[src/rtl/jtag_master_seq_if.sv]
// Command/response handshake bundle for jtag_master_seq.
// The master modport belongs to the command issuer and the slave modport to the sequencer.
interface jtag_master_seq_if #(
  parameter int DATA_W = 64
) ();
  localparam int LEN_W = $clog2(DATA_W) + 1;

  logic              cmd_valid;
  logic              cmd_ready;
  logic [1:0]        cmd_type;
  logic [LEN_W-1:0]  cmd_len;
  logic [DATA_W-1:0] cmd_data;
  logic              rsp_valid;
  logic              rsp_ready;
  logic [DATA_W-1:0] rsp_data;
  logic              rsp_err;

  modport master (
    output cmd_valid, cmd_type, cmd_len, cmd_data, rsp_ready,
    input  cmd_ready, rsp_valid, rsp_data, rsp_err
  );

  modport slave (
    input  cmd_valid, cmd_type, cmd_len, cmd_data, rsp_ready,
    output cmd_ready, rsp_valid, rsp_data, rsp_err
  );
endinterface

[src/rtl/jtag_master_seq.sv]
// JTAG TAP command sequencer: TAP reset, IR scan and DR scan, with an automatic TAP reset while the TAP state is unknown.
// Optional JTAG_MASTER_SEQ_TCK_DIV_EN adds tck_div to stretch each jtag_tck phase to tck_div+1 cycles.
//
// state     | meaning
// IDLE      | waiting for a command, jtag_tck held low
// RESET_SEQ | six TMS periods 1,1,1,1,1,0 into Run-Test/Idle
// PRE       | TMS header toward Shift-IR / Shift-DR
// SHIFT     | cmd_len data periods, TMS=1 on the last one
// POST      | TMS 1,0 trailer back to Run-Test/Idle
// RESP      | response presented until rsp_ready
module jtag_master_seq #(
  parameter int DATA_W = 64
) (
  input  logic                   tck,
  input  logic                   trst,
`ifdef JTAG_MASTER_SEQ_TCK_DIV_EN
  input  logic [7:0]             tck_div,
`endif
  jtag_master_seq_if.slave       bus,
  output logic                   jtag_tck,
  output logic                   jtag_tms,
  output logic                   jtag_tdi,
  input  logic                   jtag_tdo,
  output logic                   busy
);
  localparam int LEN_W = $clog2(DATA_W) + 1;
  localparam int IDX_W = $clog2(DATA_W);
  localparam logic [1:0] CMD_TAP_RESET = 2'd0;
  localparam logic [1:0] CMD_IR_SCAN   = 2'd1;

  typedef enum logic [2:0] {IDLE, RESET_SEQ, PRE, SHIFT, POST, RESP} state_t;

  state_t            state, nxt_state;
  logic [LEN_W-1:0]  cnt, nxt_cnt, len_q;
  logic [1:0]        type_q;
  logic [DATA_W-1:0] tdi_sr, rsp_data_q;
  logic [IDX_W-1:0]  bit_idx;
  logic              tap_known, cmd_ready_q, rsp_valid_q, rsp_err_q;
  logic              accept, cmd_err, phase_end, seq_done;

  assign bus.cmd_ready = cmd_ready_q;
  assign bus.rsp_valid = rsp_valid_q;
  assign bus.rsp_data  = rsp_data_q;
  assign bus.rsp_err   = rsp_err_q;

  assign accept  = bus.cmd_valid && cmd_ready_q;
  assign cmd_err = (bus.cmd_len == '0) || (bus.cmd_len > LEN_W'(DATA_W)) || (bus.cmd_type == 2'd3);

`ifdef JTAG_MASTER_SEQ_TCK_DIV_EN
  logic [7:0] div_q, div_cnt;
  assign phase_end = (div_cnt == 8'd0);
`else
  assign phase_end = 1'b1;
`endif

  // cnt counts down the periods left in the current segment; this picks the period that follows
  always_comb begin
    nxt_state = state;
    nxt_cnt   = cnt;
    seq_done  = 1'b0;
    case (state)
      IDLE: begin
        if (cmd_err) begin
          nxt_state = RESP;
        end else if (bus.cmd_type == CMD_TAP_RESET || !tap_known) begin
          nxt_state = RESET_SEQ;
          nxt_cnt   = LEN_W'(5);
        end else begin
          nxt_state = PRE;
          nxt_cnt   = (bus.cmd_type == CMD_IR_SCAN) ? LEN_W'(3) : LEN_W'(2);
        end
      end
      RESET_SEQ: begin
        if (cnt != '0) nxt_cnt = cnt - 1'b1;
        else if (type_q == CMD_TAP_RESET) seq_done = 1'b1;
        else begin
          nxt_state = PRE;
          nxt_cnt   = (type_q == CMD_IR_SCAN) ? LEN_W'(3) : LEN_W'(2);
        end
      end
      PRE: begin
        if (cnt != '0) nxt_cnt = cnt - 1'b1;
        else begin
          nxt_state = SHIFT;
          nxt_cnt   = len_q - 1'b1;
        end
      end
      SHIFT: begin
        if (cnt != '0) nxt_cnt = cnt - 1'b1;
        else begin
          nxt_state = POST;
          nxt_cnt   = LEN_W'(1);
        end
      end
      POST: begin
        if (cnt != '0) nxt_cnt = cnt - 1'b1;
        else seq_done = 1'b1;
      end
      default: ;
    endcase
    if (seq_done) nxt_state = RESP;
  end

  function automatic logic tms_of(state_t s, logic [LEN_W-1:0] c);
    case (s)
      RESET_SEQ: return c != '0;
      PRE:       return c >= LEN_W'(2);
      SHIFT:     return c == '0;
      POST:      return c != '0;
      default:   return 1'b0;
    endcase
  endfunction

  always_ff @(posedge tck or posedge trst) begin
    if (trst) begin
      state       <= IDLE;
      cnt         <= '0;
      len_q       <= '0;
      type_q      <= '0;
      tdi_sr      <= '0;
      bit_idx     <= '0;
      tap_known   <= 1'b0;
      cmd_ready_q <= 1'b0;
      rsp_valid_q <= 1'b0;
      rsp_err_q   <= 1'b0;
      rsp_data_q  <= '0;
      busy        <= 1'b0;
      jtag_tck    <= 1'b0;
      jtag_tms    <= 1'b1;
      jtag_tdi    <= 1'b0;
`ifdef JTAG_MASTER_SEQ_TCK_DIV_EN
      div_q       <= '0;
      div_cnt     <= '0;
`endif
    end else begin
      case (state)
        IDLE: begin
          if (accept) begin
            state       <= nxt_state;
            cnt         <= nxt_cnt;
            type_q      <= bus.cmd_type;
            len_q       <= bus.cmd_len;
            tdi_sr      <= bus.cmd_data;
            bit_idx     <= '0;
            rsp_data_q  <= '0;
            rsp_err_q   <= cmd_err;
            cmd_ready_q <= 1'b0;
`ifdef JTAG_MASTER_SEQ_TCK_DIV_EN
            div_q       <= tck_div;
            div_cnt     <= tck_div;
`endif
            if (cmd_err) begin
              rsp_valid_q <= 1'b1;
            end else begin
              busy     <= 1'b1;
              jtag_tms <= tms_of(nxt_state, nxt_cnt);
            end
          end else begin
            cmd_ready_q <= 1'b1;
          end
        end
        RESP: begin
          if (bus.rsp_ready) begin
            rsp_valid_q <= 1'b0;
            cmd_ready_q <= 1'b1;
            state       <= IDLE;
          end
        end
        default: begin
          if (phase_end) begin
`ifdef JTAG_MASTER_SEQ_TCK_DIV_EN
            div_cnt <= div_q;
`endif
            if (!jtag_tck) begin
              jtag_tck <= 1'b1;
              if (state == SHIFT) begin
                rsp_data_q[bit_idx] <= jtag_tdo;
                bit_idx             <= bit_idx + 1'b1;
              end
            end else begin
              jtag_tck <= 1'b0;
              state    <= nxt_state;
              cnt      <= nxt_cnt;
              if (state == RESET_SEQ && cnt == '0) tap_known <= 1'b1;
              if (nxt_state == RESP) begin
                rsp_valid_q <= 1'b1;
                busy        <= 1'b0;
                jtag_tdi    <= 1'b0;
              end else begin
                jtag_tms <= tms_of(nxt_state, nxt_cnt);
                if (nxt_state == SHIFT) begin
                  jtag_tdi <= tdi_sr[0];
                  tdi_sr   <= tdi_sr >> 1;
                end else begin
                  jtag_tdi <= 1'b0;
                end
              end
            end
          end
`ifdef JTAG_MASTER_SEQ_TCK_DIV_EN
          else begin
            div_cnt <= div_cnt - 1'b1;
          end
`endif
        end
      endcase
    end
  end
endmodule

[src/flat_wrapper.sv]
// flat-port wrapper written by rule: the top's interface ports become plain ports
module jtag_master_seq_flat 
#(
  parameter int DATA_W = 64
)
  (tck, trst, jtag_tck, jtag_tms, jtag_tdi, jtag_tdo, busy, bus_cmd_valid, bus_cmd_type, bus_cmd_len, bus_cmd_data, bus_rsp_ready, bus_cmd_ready, bus_rsp_valid, bus_rsp_data, bus_rsp_err);
  jtag_master_seq_if #(.DATA_W(DATA_W)) bus_i ();
  input  logic tck;
  input  logic trst;
  output logic jtag_tck;
  output logic jtag_tms;
  output logic jtag_tdi;
  input  logic jtag_tdo;
  output logic busy;
  input wire logic [$bits(bus_i.cmd_valid)-1:0] bus_cmd_valid;
  input wire logic [$bits(bus_i.cmd_type)-1:0] bus_cmd_type;
  input wire logic [$bits(bus_i.cmd_len)-1:0] bus_cmd_len;
  input wire logic [$bits(bus_i.cmd_data)-1:0] bus_cmd_data;
  input wire logic [$bits(bus_i.rsp_ready)-1:0] bus_rsp_ready;
  output wire logic [$bits(bus_i.cmd_ready)-1:0] bus_cmd_ready;
  output wire logic [$bits(bus_i.rsp_valid)-1:0] bus_rsp_valid;
  output wire logic [$bits(bus_i.rsp_data)-1:0] bus_rsp_data;
  output wire logic [$bits(bus_i.rsp_err)-1:0] bus_rsp_err;
  assign bus_i.cmd_valid = bus_cmd_valid;
  assign bus_i.cmd_type = bus_cmd_type;
  assign bus_i.cmd_len = bus_cmd_len;
  assign bus_i.cmd_data = bus_cmd_data;
  assign bus_i.rsp_ready = bus_rsp_ready;
  assign bus_cmd_ready = bus_i.cmd_ready;
  assign bus_rsp_valid = bus_i.rsp_valid;
  assign bus_rsp_data = bus_i.rsp_data;
  assign bus_rsp_err = bus_i.rsp_err;
  jtag_master_seq #(.DATA_W(DATA_W)) u_core (.tck(tck), .trst(trst), .bus(bus_i), .jtag_tck(jtag_tck), .jtag_tms(jtag_tms), .jtag_tdi(jtag_tdi), .jtag_tdo(jtag_tdo), .busy(busy));
endmodule
[config.mk]
export PLATFORM = sky130hd
export DESIGN_NAME = jtag_master_seq_flat
export DESIGN_NICKNAME = d
export VERILOG_FILES = /design/src/rtl/jtag_master_seq_if.sv /design/src/rtl/jtag_master_seq.sv /design/src/flat_wrapper.sv
export SDC_FILE = /design/constraint.sdc
export NUM_CORES = 1
export LEC_CHECK = 0
export ABC_AREA = 0
export CAP_MARGIN = 20
export CORE_ASPECT_RATIO = 0.9
export CORE_MARGIN = 2
export CORE_UTILIZATION = 40
export DETAILED_ROUTE_END_ITERATION = 10
export PLACE_DENSITY = 0.67
export SYNTH_ARGS = -nofsm -noshare
export SYNTH_HDL_FRONTEND = slang
export SYNTH_SLANG_ARGS = --single-unit
[constraint.sdc]
create_clock -name tck -period 5.7 [get_ports tck]
set_clock_uncertainty 0.2 [all_clocks]
set_input_delay 0.57 -clock tck [delete_from_list [all_inputs] [get_ports tck]]
set_output_delay 0.57 -clock tck [all_outputs]
set_load 0.005 [all_outputs]
==> impl_summary.log, run 1 <==
[metrics] result of the run: complete, no violations
[metrics] power density cells: about 480 nW/um2
[metrics] grt ovf: 0
[metrics] share of synthesized registers carrying an async set or reset: between 90% and 100%
[metrics] internal portion of total power: about 3 mW
[metrics] placeable core region: 20100 um2
[metrics] data required time of the critical path: around 5.8 ns
[metrics] clock latency of the later-clocked register in the worst-skew pair: 0.43 ns
[metrics] library cells used by synthesis: 69
[metrics] cell with the largest stage delay on the worst path: sky130_fd_sc_hd__buf_4
[metrics] count of hold-fix buffers inserted at cts: 0
[metrics] most common library cell in the layout ignoring fill and taps: sky130_fd_sc_hd__o21ai_0
[metrics] number of hold-slack violations in the final timing report: 0
[metrics] global-route usage over all layers: between 20% and 30%
[metrics] gpl congestion: 0.888
[metrics] number of I/O pins: approximately 150
[metrics] die area: approximately 22000 um2
[metrics] f_max: 0.283 GHz
[metrics] post-synth top area share: 48.5%
[metrics] clock period minus final worst setup slack: 3.53 ns
[metrics] count of mapped cells out of synthesis: 883
[metrics] Remaining DRCs: 0
[metrics] Clock Sinks: 161
[metrics] CTS tree: done
[metrics] number of instances resized during post-cts repair: 0
[metrics] Site Rows: slightly below 50
[metrics] CP Launch Type: register
[metrics] top area cells in the synthesized netlist: sky130_fd_sc_hd__dfrtp_1, sky130_fd_sc_hd__o21ai_0, sky130_fd_sc_hd__mux2i_1
[metrics] share of power burned in combinational logic: a little over two fifths
[metrics] number of enable-type register cells in the synthesized netlist: 0
[metrics] Via-to-Cell Ratio: 5.58
[metrics] CTS clk-pin slew, worst paths: around 0.070 ns
[metrics] most frequent cells in the layout: sky130_fd_sc_hd__o21ai_0, sky130_fd_sc_hd__dfrtp_1, sky130_fd_sc_hd__clkdlybuf4s50_1
[metrics] chip width: between 150 and 200 um
[metrics] Max IR drop VDD: between 0.3 and 0.4 mV
[metrics] cts bufs inserted: 17
[metrics] pins over their slew limit: 0
[metrics] cell type contributing the most total cell area after synthesis: sky130_fd_sc_hd__dfrtp_1
[metrics] ant diodes: 0
[metrics] final-stage net count: ~1100
[metrics] fin area: about 10000 um2
[metrics] list of cells traversed by the critical path: inv_1 -> ha_1 -> nor2b_1 -> and2_1 -> inv_2 -> nand2_1 -> a21oi_1 -> o211ai_1 -> buf_4 -> o21ai_0
[metrics] Slowest Stage Delay on Critical Path: just over 0.8 ns
[metrics] Tightest Pin Transition: 1.10 ns
[metrics] Worst Setup End Kind: register
[metrics] vias in the first global route: between 6000 and 7000
[metrics] number of failing setup endpoints in the final timing report: 0
[metrics] largest driver fanout on the critical path: between 100 and 150
[metrics] Setup Crit Path Kind: register to register
[metrics] number of post-CTS setup repair buffers: 0
[metrics] share of total power in sequential cells: 34.7%
[metrics] first drt pass iteration count: 5
[metrics] residual antenna-violating net count after detailed routing: 0
[metrics] total via count in the routed design: roughly 7000
[metrics] Cell Area, Synth: between 8000 and 9000 um2
[metrics] mean cell area of the mapped netlist: between 9 and 10 um2
[metrics] worst-case headroom to the max-slew limit: 26.6%
[metrics] cell chosen for the clock root: sky130_fd_sc_hd__clkbuf_16
[metrics] synthesized flop and latch total: around 160
[metrics] Net Sw Frac: between 40% and 50%
[metrics] RSZ-0062 raised after global routing: false
[metrics] final total negative setup slack: 0 ns
[metrics] clock power share: about 23%
[metrics] static leakage: 4.54 nW
[metrics] yosys warns: 0
[metrics] layout cells sized above 1: under 10%
[metrics] number of max-capacitance violations reported: 0
[metrics] maximum buffer depth of the clock tree: 2
[metrics] share of the yosys chip area belonging to registers: around half
[metrics] CTS HTree Levels: 4
[metrics] prevailing post-synth register cell: sky130_fd_sc_hd__dfrtp_1
[metrics] detailed placer's ending HPWL: between 10000 and 15000 um
[metrics] placement-stage cell area: 9830 um2
[metrics] mean routed wirelength per cell: ~18 um
[metrics] die extent in y: 140 um
[metrics] global-route wire length before repair: between 30000 and 40000 um
[metrics] crit path DAT: around 3.6 ns
[metrics] initial antenna violation count: 0
[metrics] Routed WL: about 23000 um
[metrics] part of the cycle the worst path needs: ~62%
[metrics] number of buffers inserted by port buffering: around 150
[metrics] synthesis-to-finish area growth: 26.1%
[metrics] Initial Utilization: approximately 40%
[metrics] Cell Count Post-Placement: roughly 1200
[metrics] nets in the synthesized netlist: 966
[metrics] switching power: about 2.0 mW
[metrics] type of the worst min-delay path: register to register
[metrics] initial detailed-routing violation count: 620
[metrics] maximum number of pins on one net before global-route repair: about 130
[metrics] Cell Count, Final, Fillers Out: ~1300
synth_stat cells, types with 9 or more instances:
cell and instances:
sky130_fd_sc_hd__inv_1 10, sky130_fd_sc_hd__buf_1 9, sky130_fd_sc_hd__mux2i_1 66, sky130_fd_sc_hd__nand3_1 13, sky130_fd_sc_hd__nor2_1 27, sky130_fd_sc_hd__a21oi_1 77, sky130_fd_sc_hd__clkbuf_1 45, sky130_fd_sc_hd__mux2_2 9
sky130_fd_sc_hd__o21ai_0 199, sky130_fd_sc_hd__dfrtp_1 160, sky130_fd_sc_hd__nand2_1 119, sky130_fd_sc_hd__o21ai_1 12, sky130_fd_sc_hd__nor3_1 9
power by group through the flow:
stage	clock network [mW]	registers, mW	logic [mW]
after global placement	0	1.73	2.04
after CTS	1.16	1.72	2.08
after global routing	1.21	1.76	2.34
after floorplan	0	1.59	1.74
after detailed placement	0	1.73	2.08
final	1.14	1.72	2.09
cell type report:
class | count | area (um2)
timing repair buffer | 158 | 1560
tap | 255 | 319
fill | 1870 | 9700
sequential | 161 | 4030
clock buffer | 18 | 439
multi-input combinational | 644 | 3870
inverter | 11 | 46.3
clock inverter | 14 | 143
logic make-up after synthesis:
kind of cell    Yosys count  share of synthesized area [%]
compound gates          332                           22.3
simple gates            220                           13.0
flops                   161                           48.8
buf+inv                  78                           4.62
mux                      75                           9.23
xor+xnor                 12                           1.27
fa+ha+maj                 5                          0.758
metal layers:
layer  GRT usage, %  part of all wire, %  up-vias
met2           31.7                   45      236
met5              0                    0        -
met4           7.00                  1.4        0
li1               -                    -     3370
met3           6.99                  8.0       31
met1           29.5                   46     3402
through the flow:
stage / util (%) / hold WS [ns] / power, mW / setup WS (ns)
finish: 51.8 / 0.279 / 4.95 / 2.17
global route: 51.8 / 0.299 / 5.31 / 1.85
CTS: 51.8 / 0.286 / 4.96 / 2.19
detailed placement: 48.9 / 0.270 / 3.81 / 2.16
global placement: 48.9 / 0.261 / 3.77 / 2.20
floorplan: - / 0.250 / 3.32 / 0.583
state kept, by name (all words and copies together), names as in the netlist:
signal                cells
u_core.bus.rsp_data      64
u_core.jtag_tms           1
u_core.busy               1
u_core.jtag_tdi           1
u_core.type_q             2
u_core.bit_idx            6
u_core.jtag_tck           1
u_core.bus.rsp_err        1
u_core.len_q              7
u_core.bus.cmd_ready      1
u_core.bus.rsp_valid      1
u_core.tdi_sr            64
u_core.tap_known          1
u_core.state              3
u_core.cnt                7
worst paths after layout:
path / to / startpoint / slack (ns) / cells after the start
worst min register to register: u_core.tdi_sr[19] / u_core.tdi_sr[19] / 0.28 / 2
worst min-delay path: u_core.tdi_sr[19] / u_core.tdi_sr[19] / 0.28 / 2
worst max-delay path: u_core.tdi_sr[60] / u_core.cnt[0] / 2.17 / 10
worst max register to register: u_core.tdi_sr[60] / u_core.cnt[0] / 2.17 / 10
max in group asynchronous: u_core.bus.rsp_data[60] / trst / 3.77 / 3
min in group asynchronous: u_core.tdi_sr[15] / trst / 0.46 / 2
critical path, delay by kind of cell (launching register included):
kind / cells / cell delay, ns
adder cells (fa/ha/maj): 1 / 0.19
flip-flops: 1 / 0.51
AO/OA/AOI/OAI: 3 / 0.46
buffers and inverters: 3 / 1.16
AND/OR/NAND/NOR: 3 / 0.81
Power figures use the tool's default switching activity.
==> run 2, diff against run 1 <==
- PLACE_DENSITY: 0.67 -> 0.69
- clock period: 5.7 -> 2.89 ns (I/O delays scaled with it)
==> impl_summary.log, run 2 (synthesized netlist as in run 1, its figures left out) <==
[metrics] R2R Path Start: u_core.cnt[5]
[metrics] Via-to-Cell Ratio: 5.52
[metrics] residual antenna-violating net count after detailed routing: 0
[metrics] worst r2r dst: u_core.jtag_tms
[metrics] type of the worst min-delay path: primary input to asynchronous set/reset pin
[metrics] most frequent CP cell: sky130_fd_sc_hd__o21ai_0
[metrics] static leakage: between 4 and 5 nW
[metrics] global-route usage over all layers: between 20% and 30%
[metrics] f_max: 0.361 GHz
[metrics] internal portion of total power: 6.35 mW
[metrics] data required time of the critical path: 3.04 ns
[metrics] Initial Utilization: about 40%
[metrics] layout cells sized above 1: a little under an eighth
[metrics] vias in the first global route: a little under 7000
[metrics] maximum number of pins on one net before global-route repair: 92
[metrics] Remaining DRCs: 0
[metrics] number of hold-slack violations in the final timing report: 0
[metrics] grt ovf: 0
[metrics] die area: approximately 22000 um2
[metrics] fin area: around 11000 um2
[metrics] Cell Count Post-Placement: 1268
[metrics] Max IR drop VDD: about 0.63 mV
[metrics] RSZ-0062 raised after global routing: false
[metrics] area occupied by multi-input gates: just under 4000 um2
[metrics] CTS tree: done
[metrics] final total negative setup slack: 0 ns
[metrics] Clock Sinks: approximately 160
[metrics] power density cells: approximately 960 nW/um2
[metrics] largest driver fanout on the critical path: 7
[metrics] number of buffers inserted by port buffering: approximately 150
[metrics] final-stage net count: 1115
[metrics] sequential cell area: around 4000 um2
[metrics] number of I/O pins: about 150
[metrics] cts bufs inserted: 17
[metrics] list of cells traversed by the critical path: nor4_4 -> and2_4 -> inv_2 -> ha_1 -> o21ai_0 -> o21ai_0 -> a21oi_1 -> nand2_2 -> a21oi_2 -> o211ai_1 -> a221o_1
[metrics] first drt pass iteration count: 5
[metrics] share of power burned in combinational logic: 44.9%
[metrics] clock latency of the later-clocked register in the worst-skew pair: ~0.43 ns
[metrics] initial detailed-routing violation count: 674
[metrics] chip width: 155 um
[metrics] Worst Reg-to-Reg Cells: 11
[metrics] synthesis-to-finish area growth: 31.2%
[metrics] setup slack, reg-to-reg: approximately 0.12 ns
[metrics] Tightest Pin Transition: approximately 1.1 ns
[metrics] result of the run: complete, no violations
[metrics] number of post-CTS setup repair buffers: 0
[metrics] CTS clk-pin slew, worst paths: ~0.060 ns
[metrics] initial antenna violation count: 0
[metrics] CTS HTree Levels: 4
[metrics] Setup Crit Path Kind: register to register
[metrics] gpl congestion: between 0.9 and 1
[metrics] Routed WL: around 23000 um
[metrics] placeable core region: 20100 um2
[metrics] clock power share: a little under a quarter
[metrics] detailed placer's ending HPWL: 15500 um
[metrics] most common library cell in the layout ignoring fill and taps: sky130_fd_sc_hd__o21ai_0
[metrics] switching power: approximately 4.1 mW
[metrics] count of hold-fix buffers inserted at cts: 0
[metrics] number of failing setup endpoints in the final timing report: 0
[metrics] Layout fillers: 1846
[metrics] global-route wire length before repair: around 37000 um
[metrics] worst-case headroom to the max-slew limit: roughly 30%
[metrics] share of total power in sequential cells: between 30% and 40%
[metrics] CP Launch Type: register
[metrics] die extent in y: ~140 um
[metrics] Slowest Stage Delay on Critical Path: 0.41 ns
[metrics] count of buffering cells on the critical path with inverters included: 1
[metrics] pins over their slew limit: 0
[metrics] Worst Setup End Kind: register
[metrics] clock period minus final worst setup slack: about 2.8 ns
[metrics] number of max-capacitance violations reported: 0
[metrics] part of the cycle the worst path needs: 95.7%
[metrics] Net Sw Frac: between 30% and 40%
[metrics] cell chosen for the clock root: sky130_fd_sc_hd__clkbuf_16
[metrics] gate family responsible for the most delay along the worst path: compound AO/OA/AOI/OAI gates
[metrics] most frequent cells in the layout: sky130_fd_sc_hd__o21ai_0, sky130_fd_sc_hd__dfrtp_1, sky130_fd_sc_hd__clkdlybuf4s50_1
[metrics] Site Rows: between 40 and 50
[metrics] total via count in the routed design: just over 7000
[metrics] placement-stage cell area: between 10000 and 15000 um2
[metrics] crit path DAT: ~2.9 ns
[metrics] mean routed wirelength per cell: 17.7 um
[metrics] ant diodes: 0
[metrics] maximum buffer depth of the clock tree: 2
[metrics] cell with the largest stage delay on the worst path: sky130_fd_sc_hd__dfrtp_1
[metrics] Cell Count, Final, Fillers Out: 1300
## run 2: area by class of cell
type	instances	share of cell area [%]
clock buffers	19	4.09
clock inverters	13	1.84
multi-input cells	644	35.8
flip-flops and latches	161	37.2
well taps	255	2.95
inverters	11	0.416
repair buffers	197	17.7
## run 2: how the worst max path moves through the flow
| stage | from | to | cells past startpoint |
|---|---|---|---|
| after floorplan | u_core.cnt[0] | u_core.jtag_tms | 16 |
| after global placement | bus_cmd_len[1] | u_core.jtag_tms | 9 |
| after detailed placement | bus_cmd_len[1] | u_core.jtag_tms | 9 |
| after CTS | u_core.cnt[4] | u_core.jtag_tms | 11 |
| after global routing | u_core.cnt[5] | u_core.jtag_tms | 11 |
| final | u_core.cnt[5] | u_core.jtag_tms | 11 |
## run 2: timing repair
action,4_1_cts,5_1_grt
endpoints found under the setup margin,0,1
resized for setup,0,2
hold endpoints to repair,0,0
## run 2: power by group through the flow
stage / logic, mW / registers (mW) / clock network, mW
4_1_cts: 4.67 / 3.25 / 2.53
3_3_place_gp: 4.62 / 3.27 / 0
2_1_floorplan: 3.46 / 3.13 / 0
5_1_grt: 5.21 / 3.32 / 2.63
3_5_place_dp: 4.66 / 3.28 / 0
6_report: 4.67 / 3.25 / 2.48
## run 2: per-stage QoR
stage,power (mW),hold slack [ns],util (%),worst slack [ns]
detailed placement,7.94,0.271,50.6,-0.215
global route,11.2,0.173,53.8,0.000220
floorplan,6.59,0.206,-,0.00665
global placement,7.89,0.262,50.6,-0.199
CTS,10.5,0.170,53.8,0.0897
finish,10.4,0.138,53.8,0.123
## run 2: worst min-delay path, stage by stage
cell                              delay (ns)
sky130_fd_sc_hd__clkdlybuf4s50_1        0.44
sky130_fd_sc_hd__clkinvlp_4             0.12
sky130_fd_sc_hd__buf_12                 0.32
## run 2: routing by layer
layer,part of all wire [%],global-route usage (%),vias to the layer above,routed length (um)
met5,0,0,-,0
met4,1.2,6.81,0,277
met3,8.5,6.50,25,1950
met2,45,32.3,258,10300
met1,46,30.3,3450,10500
li1,-,-,3444,-
